[src/rtl/perm_pkg.sv]
// Shared constants, lane indexing helpers and the unload state encoding for the permutation block.
package perm_pkg;

  localparam int LANE_W    = 64;
  localparam int NUM_LANES = 25;
  localparam int DIM       = 5;
  localparam int XY_W      = 3;
  localparam int IDX_W     = 5;

  localparam logic [XY_W-1:0] X_MAX = XY_W'(DIM - 1);

  typedef enum logic [1:0] {
    IDLE,
    ISSUE,
    DRAIN,
    DONE
  } unload_state_t;

  // Canonical Keccak lane index i = x + 5*y
  function automatic logic [IDX_W-1:0] lane_index(input logic [XY_W-1:0] x, input logic [XY_W-1:0] y);
    return IDX_W'(x) + IDX_W'(DIM) * IDX_W'(y);
  endfunction

  // Lanes streamed per unload; the rate count is clamped to a legal 1..25
  function automatic int emit_lanes(input bit rate_en, input int rate);
    if (!rate_en) return NUM_LANES;
    if (rate < 1) return 1;
    if (rate > NUM_LANES) return NUM_LANES;
    return rate;
  endfunction

endpackage

[src/rtl/perm_skid2.sv]
// Generic 2-entry valid/stall buffer with registered head outputs.
// The writer must never push into a full buffer; the caller's credit logic guarantees that.
module perm_skid2 #(
  parameter int W = 65
) (
  input  logic         clk,
  input  logic         rst,
  input  logic         in_valid,
  input  logic [W-1:0] in_data,
  output logic         out_valid,
  output logic [W-1:0] out_data,
  input  logic         out_stall,
  output logic [1:0]   count
);

  logic         head_valid_reg;
  logic         tail_valid_reg;
  logic [W-1:0] head_reg;
  logic [W-1:0] tail_reg;
  logic         pop;

  assign pop = head_valid_reg && !out_stall;

  always_ff @(posedge clk) begin
    if (rst) begin
      head_valid_reg <= 1'b0;
      tail_valid_reg <= 1'b0;
      head_reg       <= '0;
      tail_reg       <= '0;
    end else if (pop) begin
      if (tail_valid_reg) begin
        head_reg       <= tail_reg;
        tail_valid_reg <= in_valid;
        if (in_valid) tail_reg <= in_data;
      end else begin
        head_valid_reg <= in_valid;
        if (in_valid) head_reg <= in_data;
      end
    end else if (in_valid) begin
      if (!head_valid_reg) begin
        head_reg       <= in_data;
        head_valid_reg <= 1'b1;
      end else begin
        tail_reg       <= in_data;
        tail_valid_reg <= 1'b1;
      end
    end
  end

  assign out_valid = head_valid_reg;
  assign out_data  = head_reg;
  assign count     = {1'b0, head_valid_reg} + {1'b0, tail_valid_reg};

endmodule

[src/rtl/perm_unload.sv]
// Streams the final Keccak state out of the state memory in canonical lane order.
// Define PERM_UNLOAD_RATE_EN to emit only the first RATE_LANES lanes (rate squeeze).
module perm_unload #(
  parameter int LANE_W     = 64,
  parameter int RATE_LANES = 17
) (
  input  logic              clk,
  input  logic              rst,
  input  logic              start,
  output logic              busy,
  output logic              done,
  output logic [2:0]        mrx,
  output logic [2:0]        mry,
  input  logic [LANE_W-1:0] mrd,
  output logic              pushout,
  input  logic              stopout,
  output logic              firstout,
  output logic [LANE_W-1:0] dout
);

  import perm_pkg::*;

`ifdef PERM_UNLOAD_RATE_EN
  localparam bit RATE_EN = 1'b1;
`else
  localparam bit RATE_EN = 1'b0;
`endif

  localparam int EMIT = emit_lanes(RATE_EN, RATE_LANES);
  localparam logic [IDX_W-1:0] LAST_IDX = IDX_W'(EMIT - 1);

  unload_state_t     state_reg, state_next;
  logic [XY_W-1:0]   x_reg, y_reg;
  logic              inflight_reg;
  logic              first_inflight_reg;
  logic              issue, is_last, pop, drained;
  logic [1:0]        occ;
  logic              buf_valid;
  logic [LANE_W:0]   buf_data;

  assign pop     = buf_valid && !stopout;
  assign is_last = (lane_index(x_reg, y_reg) == LAST_IDX);

  // Credit: at most two lanes held or in flight once this cycle's pop is accounted for
  assign issue   = (state_reg == ISSUE) &&
                   (({1'b0, occ} + {2'b0, inflight_reg}) <= (3'd1 + {2'b0, pop}));
  assign drained = !inflight_reg && (occ == {1'b0, pop});

  always_ff @(posedge clk) begin
    if (rst) state_reg <= IDLE;
    else     state_reg <= state_next;
  end

  always_comb begin
    state_next = state_reg;
    case (state_reg)
      IDLE:    if (start) state_next = ISSUE;
      ISSUE:   if (issue && is_last) state_next = DRAIN;
      DRAIN:   if (drained) state_next = DONE;
      DONE:    state_next = IDLE;
      default: state_next = IDLE;
    endcase
  end

  always_comb begin
    busy = 1'b0;
    done = 1'b0;
    case (state_reg)
      ISSUE, DRAIN: busy = 1'b1;
      DONE:         done = 1'b1;
      default:      ;
    endcase
  end

  always_ff @(posedge clk) begin
    if (rst) begin
      x_reg              <= '0;
      y_reg              <= '0;
      inflight_reg       <= 1'b0;
      first_inflight_reg <= 1'b0;
    end else begin
      inflight_reg       <= issue;
      first_inflight_reg <= issue && (x_reg == '0) && (y_reg == '0);
      if (issue) begin
        if (is_last) begin
          x_reg <= '0;
          y_reg <= '0;
        end else if (x_reg == X_MAX) begin
          x_reg <= '0;
          y_reg <= y_reg + 1'b1;
        end else begin
          x_reg <= x_reg + 1'b1;
        end
      end
    end
  end

  perm_skid2 #(
    .W(LANE_W + 1)
  ) u_skid (
    .clk      (clk),
    .rst      (rst),
    .in_valid (inflight_reg),
    .in_data  ({first_inflight_reg, mrd}),
    .out_valid(buf_valid),
    .out_data (buf_data),
    .out_stall(stopout),
    .count    (occ)
  );

  assign mrx      = x_reg;
  assign mry      = y_reg;
  assign pushout  = buf_valid;
  assign firstout = buf_data[LANE_W];
  assign dout     = buf_data[LANE_W-1:0];

endmodule

[config.mk]
export PLATFORM = sky130hd
export DESIGN_NAME = perm_unload
export DESIGN_NICKNAME = d
export VERILOG_FILES = /design/src/rtl/perm_pkg.sv /design/src/rtl/perm_skid2.sv /design/src/rtl/perm_unload.sv
export SDC_FILE = /design/constraint.sdc
export NUM_CORES = 1
export LEC_CHECK = 0
export BUFFER_PORTS_ARGS = -buffer_cell sky130_fd_sc_hd__buf_4
export CAP_MARGIN = 20
export CORE_UTILIZATION = 50
export CTS_CLUSTER_DIAMETER = 150
export DETAILED_ROUTE_END_ITERATION = 6
export PLACE_DENSITY = 0.73
export SYNTH_ARGS = -nofsm -noshare
export SYNTH_HDL_FRONTEND = slang
export SYNTH_HIERARCHICAL = 1
export SYNTH_SLANG_ARGS = --single-unit
[constraint.sdc]
create_clock -name clk -period 3 [get_ports clk]
set_clock_uncertainty 0.15 [all_clocks]
set_input_delay 0.3 -clock clk [delete_from_list [all_inputs] [get_ports clk]]
set_output_delay 0.3 -clock clk [all_outputs]
set_load 0.01 [all_outputs]
# == After elaboration in Yosys (flattened, before gate mapping) ==
# Index checks and enable logic that the tools add are counted.
# totals
word_cells,78
out_inout_bits,74
inputBits,68
register_bits,142
# classes
n_eq_ne,13
multipliers,1
add_sub_neg,6
reduce_logical,22
mux,26
n_lt_le_gt_ge,1
# ops
cell,count
two-way mux 65 bit,9
two-way mux 3 bit,4
inequality test 2 bit (second input constant),5
two-way mux 1 bit,9
case mux 2 bit (4 select lines),1
nonzero test 2 bit,4
adder 3 x 1 -> 3 bit (second input constant),2
logical AND 1 bit,6
zero test 3 bit,2
two-way mux 2 bit,3
AND reduction 2 bit,3
AND reduction 3 bit,2
adder 3 x 5 -> 5 bit,1
equality test 5 bit (second input constant),1
multiplier 3 x 3 -> 5 bit (first input constant),1
equality test 2 bit (second input constant),2
inequality test 2 x 1 -> 1 bit (second input constant),2
AND reduction 4 bit,1
adder 2 x 1 -> 3 bit,1
equality test 3 bit (second input constant),1
less-or-equal comparator 3 x 2 -> 1 bit,1
adder 1 x 1 -> 2 bit,1
adder 1 x 1 -> 2 bit (first input constant),1
equality test 2 x 1 -> 1 bit,1
4 further kinds,5

# == Longest topological paths before layout ==
# Gate-level depths: netlist of the first run.
# depth
ltp_word,8
ltp_mapped,9
ltp_nobuf,9

# == Modules after synthesis ==
# The synthesis of the first run kept the hierarchy.
# by_module_without_submodules
module,cells_each,seq_area_each_um2,instances,area_each_um2
perm_skid2,731,2642.5,1,6622.6
perm_unload,92,200.2,1,900.9

# == Worst setup path after synthesis of the first run ==
# No wires, ideal clock.
# synth_timing
kind,flip-flop to flip-flop
start,"register y_reg[0], in the netlist mry[0]"
end,register state_reg[1]
t_required_ps,2786
setup_slack_ps,203
arrival_ps,2583
path_buffers,0
synth_period_minus_slack_ps,2797
path_stages_with_launch,8
setup_ps,64
cell_sequence,dfxtp_1 ha_1 ha_1 fa_1 nor4_4 o211ai_4 or4b_1 nand4_1
# synth_between
elab_chain_len,6
# synth_rtl
element,line,rtl
"start, declared",perm_unload.sv:33,"logic [XY_W-1:0] x_reg, y_reg;"
"start signal, assigned",perm_unload.sv:90,y_reg <= y_reg + 1'b1;
multiplier 3 x 3 -> 5 bit,perm_pkg.sv:21,return IDX_W'(x) + IDX_W'(DIM) * IDX_W'(y);
adder 3 x 5 -> 5 bit,perm_pkg.sv:21,
equality test 5 bit,perm_unload.sv:42,"assign is_last = (lane_index(x_reg, y_reg) == LAST_IDX);"
logical AND 1 bit,perm_unload.sv:58,ISSUE: if (issue && is_last) state_next = DRAIN;
inequality test 2 x 1 -> 1 bit (no line),n/a,
AND reduction 3 bit (no line),n/a,
"end signal, assigned",perm_unload.sv:51,else state_reg <= state_next;
"end, declared",perm_unload.sv:32,"unload_state_t state_reg, state_next;"
# Every way passes these cells.
# A chain may end at the register's enable or synchronous reset.

# == Worst setup path after layout of the first run ==
# layout_timing
start,"register u_skid.head_valid_reg, in the netlist u_skid/out_valid"
end,register state_reg[0]
# layout_between
elab_chain_len,7
word_cells_on_any_way,12
cone_classes,add/sub: 3; order compare: 1; eq/ne: 3; reduce/logical: 5
# layout_rtl
element,line,rtl
"start, declared",perm_skid2.sv:16,logic head_valid_reg;
"start signal, assigned",perm_skid2.sv:36,head_valid_reg <= in_valid;
adder 1 x 1 -> 2 bit (*),perm_skid2.sv:52,"assign count = {1'b0, head_valid_reg} + {1'b0, tail_valid_reg};"
net occ[0],perm_unload.sv:37,logic [1:0] occ;
adder 2 x 1 -> 3 bit,perm_unload.sv:46,"(({1'b0, occ} + {2'b0, inflight_reg}) <= (3'd1 + {2'b0, pop}));"
less-or-equal comparator 3 x 2 -> 1 bit,perm_unload.sv:46,
logical AND 1 bit,perm_unload.sv:45,assign issue = (state_reg == ISSUE) &&
logical AND 1 bit,perm_unload.sv:58,
inequality test 2 x 1 -> 1 bit (no line),n/a,
AND reduction 3 bit (no line) (*),n/a,
# Mark *: on every way through the listed nets, which the timed path passes. The rest lies on a longest branch.

==> results of run 1 <==
[metrics by stage]
step	cells	util, %	total power, mW	area, um2
after floorplan	823	-	4.33	7520
after global placement	1104	59.1	5.21	8620
after detailed placement	1104	59.1	5.25	8620
after CTS	1199	67.9	7.64	9900
after global routing	1199	67.9	8.02	9910
final	1199	67.9	7.61	9910
[logic make-up after synthesis]
logic type	Yosys count
XOR/XNOR	6
buffers and inverters	143
AND/OR/NAND/NOR	226
multiplexers	64
AO/OA/AOI/OAI	220
flip-flops	142
adder cells (fa/ha/maj)	22
[worst max-delay path, stage by stage (launching register included)]
cell and delay (ps):
sky130_fd_sc_hd__dfxtp_4 350, sky130_fd_sc_hd__ha_1 320, sky130_fd_sc_hd__ha_1 210, sky130_fd_sc_hd__inv_1 80, sky130_fd_sc_hd__fa_1 470, sky130_fd_sc_hd__nand4bb_4 300
sky130_fd_sc_hd__nand2_4 140, sky130_fd_sc_hd__o211ai_4 110, sky130_fd_sc_hd__a2111oi_1 440, sky130_fd_sc_hd__a211oi_1 90
[area by class of cell]
cell class / count / area (um2) / share of cell area, %
Sequential cell: 142 / 2850 / 28.7
Multi-Input combinational cell: 538 / 3990 / 40.2
Clock inverter: 9 / 154 / 1.55
Tap cell: 184 / 230 / 2.32
Clock buffer: 23 / 499 / 5.04
Inverter: 78 / 293 / 2.96
Timing Repair Buffer: 225 / 1900 / 19.1
[worst max path at each step]
stage | startpoint | endpoint | slack, ps | cells past startpoint
final | u_skid/out_valid$_SDFFE_PP0P_ | state_reg[0]$_SDFFE_PP0P_ | 200 | 9
after global routing | mry[0]$_SDFFE_PP0P_ | state_reg[0]$_SDFFE_PP0P_ | 20 | 7
after CTS | u_skid/out_valid$_SDFFE_PP0P_ | state_reg[0]$_SDFFE_PP0P_ | 150 | 9
after detailed placement | mry[0]$_SDFFE_PP0P_ | state_reg[0]$_SDFFE_PP0P_ | 160 | 7
after global placement | mry[0]$_SDFFE_PP0P_ | state_reg[1]$_SDFFE_PP0P_ | 300 | 7
after floorplan | mry[0]$_SDFFE_PP0P_ | state_reg[1]$_SDFFE_PP0P_ | 200 | 7
[placed cells by master, fill, tap and decap left out, types with 2 or more instances in the layout]
| master | instances |
|---|---|
| sky130_fd_sc_hd__nor2_1 | 5 |
| sky130_fd_sc_hd__o21bai_1 | 64 |
| sky130_fd_sc_hd__a21o_1 | 3 |
| sky130_fd_sc_hd__nand2b_1 | 64 |
| sky130_fd_sc_hd__clkbuf_1 | 2 |
| sky130_fd_sc_hd__bufinv_16 | 4 |
| sky130_fd_sc_hd__inv_1 | 78 |
| sky130_fd_sc_hd__clkinv_2 | 2 |
| sky130_fd_sc_hd__dfxtp_1 | 140 |
| sky130_fd_sc_hd__nand2_1 | 139 |
| sky130_fd_sc_hd__clkinvlp_4 | 2 |
| sky130_fd_sc_hd__dlygate4sd3_1 | 63 |
| sky130_fd_sc_hd__nand3_1 | 3 |
| sky130_fd_sc_hd__a221oi_2 | 50 |
| sky130_fd_sc_hd__buf_12 | 4 |
| sky130_fd_sc_hd__clkbuf_16 | 18 |
| sky130_fd_sc_hd__buf_4 | 158 |
| sky130_fd_sc_hd__mux2i_1 | 64 |
| sky130_fd_sc_hd__clkbuf_8 | 3 |
| sky130_fd_sc_hd__nor3_1 | 2 |
| sky130_fd_sc_hd__xnor2_1 | 4 |
| sky130_fd_sc_hd__a21oi_1 | 75 |
| sky130_fd_sc_hd__xor2_1 | 2 |
| sky130_fd_sc_hd__fa_1 | 2 |
| sky130_fd_sc_hd__a221oi_1 | 14 |
| sky130_fd_sc_hd__o21ai_0 | 5 |
| sky130_fd_sc_hd__ha_1 | 20 |
[routing by layer]
metal	global-route usage (%)	wire (um)	vias up
met3	6.01	952	29
met2	41.3	9010	159
met1	30.6	8400	3008
met4	8.50	287	0
met5	0	0	-
li1	-	-	3191
[power by group]
part	total (mW)	switching [mW]	internal [mW]
sequential	2.62	0.328	2.29
combinational	2.69	1.45	1.24
clock	2.31	0.802	1.51
[what timing repair did]
| item | 4_1_cts | 5_1_grt |
|---|---|---|
| gates resized for setup | 0 | 1 |
| endpoints found under the setup margin | 0 | 1 |
| setup buffers | 0 | 0 |
| hold endpoints to repair | 123 | 0 |
| hold buffers | 63 | 0 |
==> metrics, run 1 <==
std cell rows=44; nets=1092; wire length of the first global-routing pass=31000 um; adder and majority gate portion of the synthesized area=3.86%; initial standard-cell utilization of the core=51.6%; average wire per standard cell=15.6 um; part of the cycle the worst path needs=93.2%; die height=125 um; worst reg-to-reg path cell count=9; Worst R2R Setup Slack=200 ps; Chip Width=125 um; minimum hold slack=14.3 ps; setup violation total in the final timing report=0; worst path arrival time=2940 ps; TritonCTS sink count=142; count of input and output buffers=141; later-pin clock latency in the skew report=430 ps; critical hold path startpoint=mrd[43]; gate count after technology mapping=823; DRT antenna net count=0; Place WS=158 ps; sequential area share after synthesis=37.8%; synthesized area=7520 um2; ratio of cells with drive above 1 in the final layout=25.3%; count of state elements after synthesis=142; level count of the clock H-tree=4; Final Critical Period=2800 ps; number of instances on the worst hold path=3; CP max FO=6; number of nets produced by synthesis=913; overall fraction of global-route tracks in use=24.6%; HPWL after DPL=10700 um; remaining design rule violation count=0; static leakage=4.56 nW; ANT cells=0; mean number of vias per cell=5.33; Routed Wire Length=18700 um; worst hold-check path type=in2reg; maximum achievable frequency=358 MHz; most numerous cell types in the synthesized netlist=sky130_fd_sc_hd__dfxtp_1, sky130_fd_sc_hd__nand2_1, sky130_fd_sc_hd__inv_1; unrepaired setup endpoints after global routing=no; vias=6387; area share of the leading cell type in the synthesized netlist=37.8%; Die Footprint=15500 um2; antenna violations before repair=0; endpoint of the worst-slack reg-to-reg timing path=state_reg[0]$_SDFFE_PP0P_; required arrival time at the worst endpoint=3140 ps; type of the worst setup path=reg2reg; P&R area growth vs syn=31.7%; number of design-rule violations left by the first detailed-router iteration=436; Max Root-Sink Buffers=2; largest voltage drop on the vdd net=0.521 mV; average instance area after synthesis=9.14 um2; fraction of the mapped netlist area in compound gates=25.1%; CP Capture Type=register; maximum capacitance violations=0; asr flop ratio synth=0%; main flop type after synthesis=sky130_fd_sc_hd__dfxtp_1; total I/O pin count=142; placer's final routability congestion estimate=0.767; largest area contributor in the synthesized netlist=sky130_fd_sc_hd__dfxtp_1; count of yosys warnings during synthesis=6; setup_tns=0 ps; number of global-route vias before repair=6344; remaining max-slew budget at the tightest pin=44.7%; minimum setup slack in the final design=204 ps; TritonCTS Buffers=17; share of synthesized area spent on multiplexers=8.51%; worst-margin pin slew=829 ps; Final Slew Violations=0; fill count=1138; total overflow reported by the global router=0; placeable core region=14600 um2; dominant cells by area after synthesis=sky130_fd_sc_hd__dfxtp_1, sky130_fd_sc_hd__a221oi_2, sky130_fd_sc_hd__mux2i_1, sky130_fd_sc_hd__nand2_1, sky130_fd_sc_hd__o21bai_1; launch point of the worst reg-to-reg path=u_skid/out_valid$_SDFFE_PP0P_; simple-gate share of the synthesized area=14.8%; leading cell type by number of instances after synthesis=sky130_fd_sc_hd__dfxtp_1; endpoint with the worst hold slack=u_skid/tail_reg[43]$_SDFFE_PP0P_; category of the worst setup path launch point=register; post-synth cell types=45; clock tree from TritonCTS=yes; EDFF count, synth=0; endpoints failing hold=0; maximum number of pins on one net before global-route repair=141; post-synthesis share of cell area spent on xor and xnor gates=0.698%; outcome=finished, final reports clean; Pre-Repair DR Iteration Count=5; clock root buffer=sky130_fd_sc_hd__clkbuf_16; power density of the placed cells=769 nW/um2; clock-pin slew on the worst setup and hold paths=60 ps; main combinational cell family by area after synthesis=compound AO/OA/AOI/OAI gates
Note: power is estimated with default switching activity, not from simulation.
==> inputs of run 2 (changes only) <==
--- a/config.mk
+++ b/config.mk
@@ -8,8 +8,8 @@
 export BUFFER_PORTS_ARGS = -buffer_cell sky130_fd_sc_hd__buf_4
 export CAP_MARGIN = 20
-export CORE_UTILIZATION = 50
+export CORE_UTILIZATION = 56
 export CTS_CLUSTER_DIAMETER = 150
 export DETAILED_ROUTE_END_ITERATION = 6
-export PLACE_DENSITY = 0.73
+export PLACE_DENSITY = 0.8
 export SYNTH_ARGS = -nofsm -noshare
 export SYNTH_HDL_FRONTEND = slang
==> constraint.sdc (replaced) <==
create_clock -name clk -period 3 [get_ports clk]
set_clock_uncertainty 0.15 [all_clocks]
set_input_delay 0.3 -clock clk [delete_from_list [all_inputs] [get_ports clk]]
set_output_delay 0.3 -clock clk [all_outputs]
set_load 0.005 [all_outputs]
==> metrics, run 2 (synthesis results as in run 1) <==
antenna violations before repair=0 (unchanged); outcome=finished, final reports clean; remaining design rule violation count=0 (unchanged); Chip Width=118 um (-5.4%); die height=118 um (-5.4%); clock tree from TritonCTS=yes; launch point of the worst reg-to-reg path=u_skid/out_valid$_SDFFE_PP0P_; worst path arrival time=2940 ps (about the same); endpoints failing hold=0 (unchanged); required arrival time at the worst endpoint=3110 ps (-30 ps); clock root buffer=sky130_fd_sc_hd__clkbuf_16; worst-margin pin slew=818 ps (-11.0 ps); type of the worst setup path=reg2reg; setup_tns=0 ps (unchanged); endpoint of the worst-slack reg-to-reg timing path=state_reg[0]$_SDFFE_PP0P_; maximum capacitance violations=0 (unchanged); nets=1089 (-0.27%); level count of the clock H-tree=4 (unchanged); Final Critical Period=2830 ps (+36.3 ps); part of the cycle the worst path needs=94.4% (+1.2 points); fill count=913 (-20%); unrepaired setup endpoints after global routing=no; Worst R2R Setup Slack=170 ps (-40 ps); Finished Core Util=75.8% (+7.9 points); end of the critical path=state_reg[0]$_SDFFE_PP0P_; Top delay family on crit path=adder cells; Hold Buf Count CTS=63 (unchanged); crit path from=u_skid/out_valid$_SDFFE_PP0P_; total I/O pin count=142 (unchanged); CP Capture Type=register; later-pin clock latency in the skew report=410 ps (-20 ps); count of buffer and inverter cells on the critical path=1 (unchanged); cell repeated most along the worst path=sky130_fd_sc_hd__ha_1; logic depth of the worst path, buffers included=9 (unchanged); Largest stage delay, worst path=460 ps (about the same); overall fraction of global-route tracks in use=27.2% (+2.6 points); worst path cell trace=ha_1 -> ha_1 -> inv_1 -> fa_1 -> nand4bb_4 -> nand2_4 -> o211ai_4 -> a2111oi_0 -> a211oi_1; total overflow reported by the global router=0 (unchanged); largest voltage drop on the vdd net=0.587 mV (+13%); post-route cell area=9760 um2 (-1.5%); static leakage=4.49 nW (-1.4%); initial standard-cell utilization of the core=58.4% (+6.9 points); Routed Wire Length=18700 um (about the same); clock-pin slew on the worst setup and hold paths=60 ps (about the same); count of cells resized by post-cts repair=0 (unchanged); maximum achievable frequency=353 MHz (-1.3%); Pre-Repair DR Iteration Count=5 (unchanged); placeable core region=12900 um2 (-12%); power density of the placed cells=729 nW/um2 (-5.1%); mean number of vias per cell=5.46 (+2.4%); TritonCTS Buffers=17 (unchanged); setup violation total in the final timing report=0 (unchanged); wire length of the first global-routing pass=30900 um (-0.22%); vias=6455 (+1.1%); Die Footprint=13900 um2 (-11%); category of the worst setup path launch point=register; most common cell after layout, fill and taps aside=sky130_fd_sc_hd__buf_4; setup fix buffers added after clock tree synthesis=0 (unchanged); ratio of cells with drive above 1 in the final layout=24.8% (-0.49 points); TritonCTS sink count=142 (unchanged); maximum number of pins on one net before global-route repair=73 (-48%); number of design-rule violations left by the first detailed-router iteration=449 (+3.0%); P&R area growth vs syn=29.7%; placer's final routability congestion estimate=0.787 (+2.7%); std cell rows=41 (-6.8%); remaining max-slew budget at the tightest pin=45.5% (+0.74 points); Critical Path Slowest Stage Cell=sky130_fd_sc_hd__fa_1; number of global-route vias before repair=6407 (+0.99%); count of input and output buffers=141 (unchanged); Max Root-Sink Buffers=2 (unchanged); post-placement cell count=1089 (-1.4%); placed cell area=8570 um2 (-0.58%); leading cell types in the layout, fill and taps excluded=sky130_fd_sc_hd__buf_4, sky130_fd_sc_hd__dfxtp_1, sky130_fd_sc_hd__nand2_1; non-filler instance count after layout=1183 (-1.3%); HPWL after DPL=10800 um (+0.90%); average wire per standard cell=15.8 um (+1.4%); DRT antenna net count=0 (unchanged); worst hold-check path type=in2reg; Final Slew Violations=0 (unchanged); ANT cells=0 (unchanged); worst reg-to-reg path cell count=9 (unchanged); CP max FO=6 (unchanged)
## run 2: final cells by class
type	count	area, um2	area share [%]
Sequential cell	142	2850	29.2
Multi-Input combinational cell	538	3980	40.8
Clock inverter	4	25.0	0.256
Timing Repair Buffer	222	1860	19.1
Inverter	78	293	3.00
Tap cell	172	215	2.20
Clock buffer	27	534	5.47
## run 2: layer usage
layer	part of all wire, %	up-vias	global-route usage [%]
li1	-	3185	-
met1	44	3053	34.9
met2	50	197	45.1
met3	5.0	20	5.38
met4	1.2	0	9.70
met5	0	-	0
## run 2: worst reg2reg max path: stages, from the launching register on
cell                        delay, ps
sky130_fd_sc_hd__dfxtp_4          350
sky130_fd_sc_hd__ha_1             330
sky130_fd_sc_hd__ha_1             220
sky130_fd_sc_hd__inv_1             70
sky130_fd_sc_hd__fa_1             460
sky130_fd_sc_hd__nand4bb_4        290
sky130_fd_sc_hd__nand2_4          150
sky130_fd_sc_hd__o211ai_4         110
sky130_fd_sc_hd__a2111oi_0        450
sky130_fd_sc_hd__a211oi_1         100
## run 2: stage by stage
step	total power [mW]	hold slack [ps]	worst slack, ps
after global placement	5.02	287	278
after detailed placement	5.07	291	192
after CTS	7.12	1.88	169
after floorplan	4.20	219	246
after global routing	7.48	14.4	20.0
final	7.12	18.7	168
## run 2: where the power goes
group | switching (mW) | total [mW] | leakage [nW] | internal [mW]
Sequential | 0.350 | 2.64 | 1.15 | 2.29
Clock | 0.773 | 1.98 | 0.271 | 1.21
Combinational | 1.29 | 2.49 | 3.07 | 1.20
Total | 2.41 | 7.12 | 4.49 | 4.70
## run 2: worst min path at each step
stage / startpoint / to / slack, ps / cells after the start
final: mrd[51] / u_skid/tail_reg[51]$_SDFFE_PP0P_ / 20 / 3
after detailed placement: u_skid/tail_reg[4]$_SDFFE_PP0P_ / u_skid/tail_reg[4]$_SDFFE_PP0P_ / 290 / 2
after global placement: u_skid/tail_reg[47]$_SDFFE_PP0P_ / u_skid/tail_reg[47]$_SDFFE_PP0P_ / 290 / 2
after floorplan: rst / mry[1]$_SDFFE_PP0P_ / 220 / 1
after global routing: mrd[51] / u_skid/tail_reg[51]$_SDFFE_PP0P_ / 10 / 3
after CTS: mrd[51] / u_skid/out_data[51]$_SDFFE_PP0P_ / 2 / 3
==> inputs of run 3 (changes only) <==
ABC_AREA = 1   (was not set)
CORE_MARGIN = 1   (was not set)
CORE_UTILIZATION = 55   (was 56)
==> metrics, run 3 <==
non-filler instance count after layout=1399 (+18%); launch point of the worst reg-to-reg path=mry[0]$_SDFFE_PP0P_; area share of the leading cell type in the synthesized netlist=41.1% (+3.3 points); maximum achievable frequency=392 MHz (+11%); endpoints failing hold=0 (unchanged); asr flop ratio synth=0% (unchanged); initial standard-cell utilization of the core=57.1% (-1.3 points); gate count after technology mapping=1056 (+28%); post-synthesis share of cell area spent on xor and xnor gates=0.380% (-0.32 points); average wire per standard cell=13.0 um (-17%); total overflow reported by the global router=0 (unchanged); fill count=970 (+6.2%); count of input and output buffers=141 (unchanged); TritonCTS Buffers=17 (unchanged); worst reg-to-reg path cell count=10 (+1); main flop type after synthesis=sky130_fd_sc_hd__dfxtp_1; combined flip-flop and latch cell area=2850 um2 (about the same); level count of the clock H-tree=4 (unchanged); endpoint with the worst hold slack=u_skid/tail_reg[51]$_SDFFE_PP0P_; Hold Buf Count CTS=60 (-4.8%); largest area contributor in the synthesized netlist=sky130_fd_sc_hd__dfxtp_1; die height=114 um (-3.2%); maximum capacitance violations=0 (unchanged); HPWL after DPL=9970 um (-7.6%); most numerous cell types in the synthesized netlist=sky130_fd_sc_hd__nand2_1, sky130_fd_sc_hd__nor2_1, sky130_fd_sc_hd__dfxtp_1; setup fix buffers added after clock tree synthesis=0 (unchanged); placer's final routability congestion estimate=0.804 (+2.1%); TritonCTS sink count=142 (unchanged); unrepaired setup endpoints after global routing=no; remaining max-slew budget at the tightest pin=47.9% (+2.5 points); wire length of the first global-routing pass=29900 um (-3.4%); ratio of cells with drive above 1 in the final layout=16.9% (-7.9 points); synthesized area=6920 um2 (-8.1%); maximum number of pins on one net before global-route repair=81 (+11%); dominant cells by area after synthesis=sky130_fd_sc_hd__dfxtp_1, sky130_fd_sc_hd__nand2_1, sky130_fd_sc_hd__nor2_1, sky130_fd_sc_hd__nand4_1, sky130_fd_sc_hd__inv_1; worst-margin pin slew=781 ps (-36.9 ps); ANT cells=0 (unchanged); largest voltage drop on the vdd net=0.528 mV (-9.9%); clock root buffer=sky130_fd_sc_hd__clkbuf_16; std cell rows=40 (-2.4%); EDFF count, synth=0 (unchanged); average instance area after synthesis=6.55 um2 (-28%); clock-pin slew on the worst setup and hold paths=60 ps (about the same); number of instances on the worst hold path=3 (unchanged); count of state elements after synthesis=142 (unchanged); footprint of the multi-input gates=3400 um2 (-15%); remaining design rule violation count=0 (unchanged); most common cell after layout, fill and taps aside=sky130_fd_sc_hd__nand2_1; number of nets produced by synthesis=1146 (+26%); vias=7106 (+10%); post-synth cell types=29 (-36%); sequential area share after synthesis=41.1% (+3.3 points); adder and majority gate portion of the synthesized area=4.20% (+0.34 points); Worst R2R Setup Slack=450 ps (+280 ps); Final Slew Violations=0 (unchanged); CP max FO=6 (unchanged); DRT antenna net count=0 (unchanged); setup violation total in the final timing report=0 (unchanged); overall fraction of global-route tracks in use=28.4% (+1.2 points); outcome=finished, final reports clean; minimum hold slack=12.9 ps (-5.86 ps); Final Critical Period=2550 ps (-283 ps); leading cell type by number of instances after synthesis=sky130_fd_sc_hd__nand2_1; main combinational cell family by area after synthesis=simple AND/OR/NAND/NOR gates; critical hold path startpoint=mrd[51]; Finished Core Util=76.4% (+0.56 points); nets=1308 (+20%); count of cells resized by post-cts repair=0 (unchanged); CP Capture Type=register; Pre-Repair DR Iteration Count=5 (unchanged); worst hold-check path type=in2reg; antenna violations before repair=0 (unchanged); Max Root-Sink Buffers=2 (unchanged); post-placement cell count=1307 (+20%); total I/O pin count=142 (unchanged); P&R area growth vs syn=33.7%; mean number of vias per cell=5.08 (-6.9%); fraction of the mapped netlist area in compound gates=5.81% (-19 points); leading cell types in the layout, fill and taps excluded=sky130_fd_sc_hd__nand2_1, sky130_fd_sc_hd__nor2_1, sky130_fd_sc_hd__buf_4; required arrival time at the worst endpoint=3160 ps (+50 ps); static leakage=4.92 nW (+9.6%); number of design-rule violations left by the first detailed-router iteration=687 (+53%); type of the worst setup path=reg2reg; worst path arrival time=2710 ps (-230 ps); power density of the placed cells=583 nW/um2 (-20%); crit path from=mry[0]$_SDFFE_PP0P_; count of yosys warnings during synthesis=6 (unchanged); share of synthesized area spent on multiplexers=0% (-8.5 points); Die Footprint=13000 um2 (-6.3%); part of the cycle the worst path needs=85.0% (-9.4 points); number of global-route vias before repair=6535 (+2.0%); setup_tns=0 ps (unchanged); Chip Width=114 um (-3.2%); endpoint of the worst-slack reg-to-reg timing path=state_reg[0]$_SDFFE_PP0P_; placeable core region=12100 um2 (-5.9%); clock tree from TritonCTS=yes; category of the worst setup path launch point=register; Routed Wire Length=18300 um (-2.2%); simple-gate share of the synthesized area=38.5% (+24 points); later-pin clock latency in the skew report=410 ps (about the same)
-- run 3: cell types whose count changed after synthesis, moves of 50 or more --
cell	delta
sky130_fd_sc_hd__nand2_1	+147
sky130_fd_sc_hd__o21bai_1	-64
sky130_fd_sc_hd__a21oi_1	-69
sky130_fd_sc_hd__nand4_1	+67
sky130_fd_sc_hd__mux2i_1	-64
sky130_fd_sc_hd__a221oi_2	-50
sky130_fd_sc_hd__nand2b_1	-64
sky130_fd_sc_hd__nor2_1	+266
-- run 3: how the worst max path moves through the flow --
| stage | slack (ps) | to |
|---|---|---|
| 2_1_floorplan | 600 | state_reg[0]$_SDFFE_PP0P_ |
| 3_3_place_gp | 530 | state_reg[0]$_SDFFE_PP0P_ |
| 3_5_place_dp | 450 | state_reg[0]$_SDFFE_PP0P_ |
| 4_1_cts | 450 | state_reg[0]$_SDFFE_PP0P_ |
| 5_1_grt | 310 | state_reg[0]$_SDFFE_PP0P_ |
| 6_report | 450 | state_reg[0]$_SDFFE_PP0P_ |
-- run 3: critical path, cell delays in order (launching register included) --
cell and delay [ps]:
sky130_fd_sc_hd__dfxtp_1 440, sky130_fd_sc_hd__ha_1 270, sky130_fd_sc_hd__ha_1 320, sky130_fd_sc_hd__fa_1 480, sky130_fd_sc_hd__nor3_1 170, sky130_fd_sc_hd__and2_1 220, sky130_fd_sc_hd__nand3_2 100, sky130_fd_sc_hd__nand2_2 110
sky130_fd_sc_hd__nand3_1 80, sky130_fd_sc_hd__nand2_1 80, sky130_fd_sc_hd__nor2_1 40
-- run 3: final cells by class --
cell class / instances / area share, %
Clock buffer: 21 / 4.98
Clock inverter: 11 / 2.29
Inverter: 94 / 3.83
Multi-Input combinational cell: 749 / 36.7
Sequential cell: 142 / 30.8
Tap cell: 168 / 2.27
Timing Repair Buffer: 214 / 19.1
-- run 3: kinds of logic (layout without fill, tap and decap cells) --
| group | Yosys count | after routing |
|---|---|---|
| AND/OR/NAND/NOR | 648 | 648 |
| flip-flops | 142 | 142 |
| adder cells (fa/ha/maj) | 22 | 22 |
| AO/OA/AOI/OAI | 76 | 76 |
| buffers and inverters | 165 | 340 |
| XOR/XNOR | 3 | 3 |
-- run 3: report_power, final --
group	internal [mW]	switching [mW]
clock network	1.60	0.799
logic	0.406	0.511
registers	1.99	0.0760
total	4.00	1.39
-- run 3: through the flow --
step	setup WS, ps	area (um2)	total power, mW
6_report	451	9250	5.39
3_3_place_gp	527	7980	2.93
4_1_cts	450	9250	5.40
3_5_place_dp	450	7980	2.95
2_1_floorplan	595	6920	2.62
5_1_grt	310	9250	5.62
-- run 3: per-layer routing --
metal / vias up / wire length, um / GRT usage [%] / part of all wire, %
li1: 3606 / - / - / -
met4: 0 / 511 / 12.7 / 2.8
met2: 300 / 8670 / 47.2 / 47
met1: 3148 / 7830 / 35.6 / 43
met3: 52 / 1240 / 5.93 / 6.8
met5: - / 0 / 0 / 0
